File: config.mk
export PLATFORM = sky130hd
export DESIGN_NAME = bcd_score_tracker
export DESIGN_NICKNAME = d
export VERILOG_FILES = /design/src/rtl/bcd_score_tracker.sv
export SDC_FILE = /design/constraint.sdc
export NUM_CORES = 1
export LEC_CHECK = 0
export ABC_AREA = 1
export CAP_MARGIN = 20
export CORE_MARGIN = 2
export CORE_UTILIZATION = 50
export DETAILED_ROUTE_END_ITERATION = 10
export PLACE_DENSITY = 0.88
export SYNTH_ARGS = -nofsm -noshare
export SYNTH_HDL_FRONTEND = slang
export SYNTH_SLANG_ARGS = --single-unit
export TNS_END_PERCENT = 30
File: constraint.sdc
create_clock -name clk -period 5.42 [get_ports clk]
set_input_delay 1.355 -clock clk [delete_from_list [all_inputs] [get_ports clk]]
set_output_delay 1.355 -clock clk [all_outputs]
set_load 0.05 [all_outputs]
File: src/rtl/bcd_score_tracker.sv
// bcd_score_tracker: packed-BCD game score with clamped variable step, floored
// penalty, saturation at all 9s, per-game clear and a persistent high score.
module bcd_score_tracker #(
    parameter int DIGITS   = 4,
    parameter int STEP_MAX = 9
) (
    input  logic                  clk,
    input  logic                  rst,
    input  logic                  inc,
    input  logic [3:0]            step,
    input  logic                  dec,
    input  logic                  clear_game,
    output logic [4*DIGITS-1:0]   score,
    output logic [4*DIGITS-1:0]   high_score,
    output logic                  saturated,
    output logic                  new_high
);
    localparam int W = 4 * DIGITS;
    localparam logic [W-1:0] ALL9 = {DIGITS{4'h9}};
    localparam logic [3:0] SMAX = 4'(STEP_MAX);

    logic [W-1:0] score_q, score_d, high_q, high_d, sum, diff;
    logic         sat_q, sat_d, nh_q, nh_d, carry, borrow;
    logic [3:0]   eff;
    logic [4:0]   t;

    always_comb begin
        eff    = (step > SMAX) ? SMAX : step;
        carry  = 1'b0;
        borrow = 1'b1;
        sum    = '0;
        diff   = '0;
        t      = '0;
        // decimal carry and borrow ripple across all digits in one cycle
        for (int i = 0; i < DIGITS; i++) begin
            t = {1'b0, score_q[4*i +: 4]} + {4'd0, carry} + ((i == 0) ? {1'b0, eff} : 5'd0);
            carry = t > 5'd9;
            sum[4*i +: 4] = carry ? 4'(t - 5'd10) : t[3:0];
            diff[4*i +: 4] = !borrow ? score_q[4*i +: 4] :
                             (score_q[4*i +: 4] == 4'd0) ? 4'd9 : score_q[4*i +: 4] - 4'd1;
            borrow = borrow && (score_q[4*i +: 4] == 4'd0);
        end
        score_d = clear_game ? '0 :
                  inc        ? (carry ? ALL9 : sum) :
                  dec        ? ((score_q == '0) ? '0 : diff) : score_q;
        // valid BCD orders the same as binary, so a plain compare is MSD-first
        nh_d   = score_d > high_q;
        high_d = nh_d ? score_d : high_q;
        sat_d  = score_d == ALL9;
    end

    always_ff @(posedge clk or posedge rst) begin
        if (rst) begin
            score_q <= '0;
            high_q  <= '0;
            sat_q   <= 1'b0;
            nh_q    <= 1'b0;
        end else begin
            score_q <= score_d;
            high_q  <= high_d;
            sat_q   <= sat_d;
            nh_q    <= nh_d;
        end
    end

    assign score      = score_q;
    assign high_score = high_q;
    assign saturated  = sat_q;
    assign new_high   = nh_q;
endmodule

==> results_dict.tcl, run 1 <==
set metrics [dict create \
    outcome "finished, violations left" \
    violations "negative setup slack" \
    numCtsBuffers 5 \
    slew_headroom_pct 59.8 \
    antennaDiodeCount 0 \
    critical_path_buf_inv_count 8 \
    cts_num_sinks 34 \
    ys_seq_area_share_pct 28.9 \
    crit_fanout 6 \
    layout_min_cycle_time_ps 6500 \
    syn_area_um2 2950 \
    via_per_inst 5.64 \
    syn_area_per_cell_um2 6.72 \
    pwr-share-clk_pct 8.6 \
    cts-htree-levels 2 \
    drive_gt1_share_pct 36.0 \
    critPathCaptureType "register" \
    grt_pass1_vias 3363 \
    ios 43 \
    vdd_drop_max_mv 0.456 \
    cts-root-buf "clkbuf_8" \
    die_h_um 80.8 \
    dpl_cell_area_um2 3930 \
    skew_ps 7.27 \
    grt_first_pass_wirelength_um 15300 \
    pre_cts_ws_ps -1750 \
    cap_violations 0 \
    final_util_pct 82.4 \
    vias 3603 \
    design_area_um2 4620 \
    cts-hold-fix-buffers 0 \
    internal-power_mw 1.05 \
    overflow 0 \
    worst_pin_slew_ps 602 \
    track_usage_pct 30.2 \
    die_area_um2 6520 \
    drc_errors 0 \
    dp_hpwl_um 6350 \
    cts_buffer_depth 2 \
    fmax_mhz 154 \
    pwr-share-seq_pct 19.1 \
    synth_cell_types 33 \
    synth.largest_area_cell "dfrtp_1" \
    port_buffers 42 \
    synthesis.nets 481 \
    dr.pass1.iters 5 \
    max_stage_delay_ps 360 \
    rsz0062_at_grt "yes" \
    gp_congestion 0.912 \
    fp-row-count 27 \
    critPathRequiredTime_ps 5590 \
    syn_to_final_growth_pct 56.9 \
    cellPowerDensity_nw_per_um2 454 \
    final_cell_mix "nand2_1, buf_4, inv_1" \
    finalHoldViolCount 0 \
    fin_crit_sh_pct 120 \
    wirelength_um 10400 \
    combinationalPowerShare_pct 72.2 \
    ys_top_cells_by_area "dfrtp_1, nand2_1, ha_1, inv_1, nand3_1" \
    path_delay_family "simple AND/OR/NAND/NOR gates" \
    rrSetupSlack_ps -260 \
    wl_per_cell_um 16.3 \
    synth-seq-cells 34 \
    start_kind "input pin" \
    drt_first_iter_violations 476 \
    critical_path_arrival_ps 6670 \
    layout.nets 611 \
    setup_viol 18 \
    syn_inst 438 \
    reg2reg_to "high_score[1]" \
    cpMaxStageDelayCell "fa_2" \
    min_delay_path_depth 2 \
    min_to "high_score[2]" \
    reg2regPathDepth 40 \
    finalSetupTns_ps -17610 \
    synth_top_cell_area_share_pct 28.9 \
    cts.clk_slew.worst_paths_ps 60 \
    tritoncts "built" \
    p_sw_mw 1.04 \
    antenna_left 0 \
    final_common_cell "nand2_1" \
    crit_path_frequent_cell "nand2_2" \
    antenna_found_initial 0 \
    fin_hold_ws_ps 531 \
    path_depth 43 \
    coreArea_um2 5610 \
    clk_latency_ps 290 \
    yosysWarnings 0 \
    switching_share_pct 49.7 \
    power_leakage_nw 2.29 \
    hold_class "register to register" \
    crit_type "input pin to register" \
    grt_max_degree 35 \
    slew_violations 0 \
    r2r-start "score[0]" \
    min_from "high_score[2]" \
    die_w_um 80.8 \
    fin_ws_ps -1080 \
    start_util_pct 52.5 \
]
-- metal layers --
layer	global-route usage [%]	routed length, µm	vias to the layer above
li1	-	-	1676
met1	36.5	4290	1696
met2	54.6	5190	191
met3	4.22	581	40
met4	11.4	320	0
met5	0	0	-
-- synth_stat cells, drive strengths merged --
| master | count |
|---|---|
| or2 | 2 |
| xnor2 | 2 |
| nand3b | 2 |
| nand3 | 47 |
| inv | 81 |
| clkbuf | 5 |
| nand2 | 121 |
| dfrtp | 34 |
| o221ai | 1 |
| nor2 | 29 |
| a21oi | 18 |
| o31ai | 1 |
| o211ai | 2 |
| nor3 | 6 |
| fa | 1 |
| ha | 33 |
| o21ai | 37 |
| buf | 4 |
| nor4 | 1 |
| nand4 | 10 |
| and2 | 1 |
-- layout make-up --
type                    count  area, µm²
well taps                  72       90.1
fillers                   353        987
repair buffers            132       1120
inverters                  81        309
multi-input cells         314       2160
flip-flops and latches     34        851
clock buffers               6       82.6
-- worst min-delay path, stage by stage (launching register included) --
cell and delay, ps:
dfrtp_1 360, nand2_1 60, o21ai_1 70
-- power by group through the flow --
stage	clock [mW]	sequential, mW	combinational (mW)
2_1_floorplan	0	0.630	0.508
3_3_place_gp	0	0.394	1.08
3_5_place_dp	0	0.396	1.11
4_1_cts	0.183	0.394	1.35
5_1_grt	0.196	0.408	1.61
6_report	0.181	0.401	1.51
-- sequential cells by signal, indices dropped and copies added (netlist names) --
register / cells
high_score: 16
score: 16
saturated: 1
new_high: 1
-- through the flow --
stage / total power [mW] / std cells
finish: 2.10 / 639
global route: 2.21 / 639
CTS: 1.92 / 629
detailed placement: 1.51 / 592
global placement: 1.47 / 592
floorplan: 1.14 / 438
-- cell families after synthesis --
family	Yosys count	share of synthesized area, %
AND/OR/NAND/NOR	219	33.4
buffers and inverters	90	11.6
AO/OA/AOI/OAI	59	10.5
adder cells (fa/ha/maj)	34	14.7
flip-flops	34	28.9
XOR/XNOR	2	0.850
-- how the worst max path moves through the flow --
stage / startpoint / end
after CTS: step[1] / high_score[3]
final: step[1] / high_score[1]
after global placement: step[2] / high_score[3]
after global routing: step[1] / high_score[1]
after detailed placement: step[2] / high_score[3]
after floorplan: step[2] / high_score[7]
-- repair_timing --
item / CTS / global route
gates resized for setup: 74 / 33
pin swaps: 34 / 25
cloned: 1 / 0
hold endpoints to repair: 0 / 0
setup endpoints to repair: 33 / 19
setup buffers: 30 / 10
(Power assumes the default switching activity.)
==> inputs of run 2 (changes only) <==
--- a/config.mk
+++ b/config.mk
@@ -10,6 +10,7 @@
 export CORE_MARGIN = 2
 export CORE_UTILIZATION = 50
 export DETAILED_ROUTE_END_ITERATION = 10
+export HOLD_SLACK_MARGIN = 0.03
 export PLACE_DENSITY = 0.88
 export SYNTH_ARGS = -nofsm -noshare
 export SYNTH_HDL_FRONTEND = slang
==> results of run 2 <==
Final layout, timing and power as in run 1 (identical DEF).
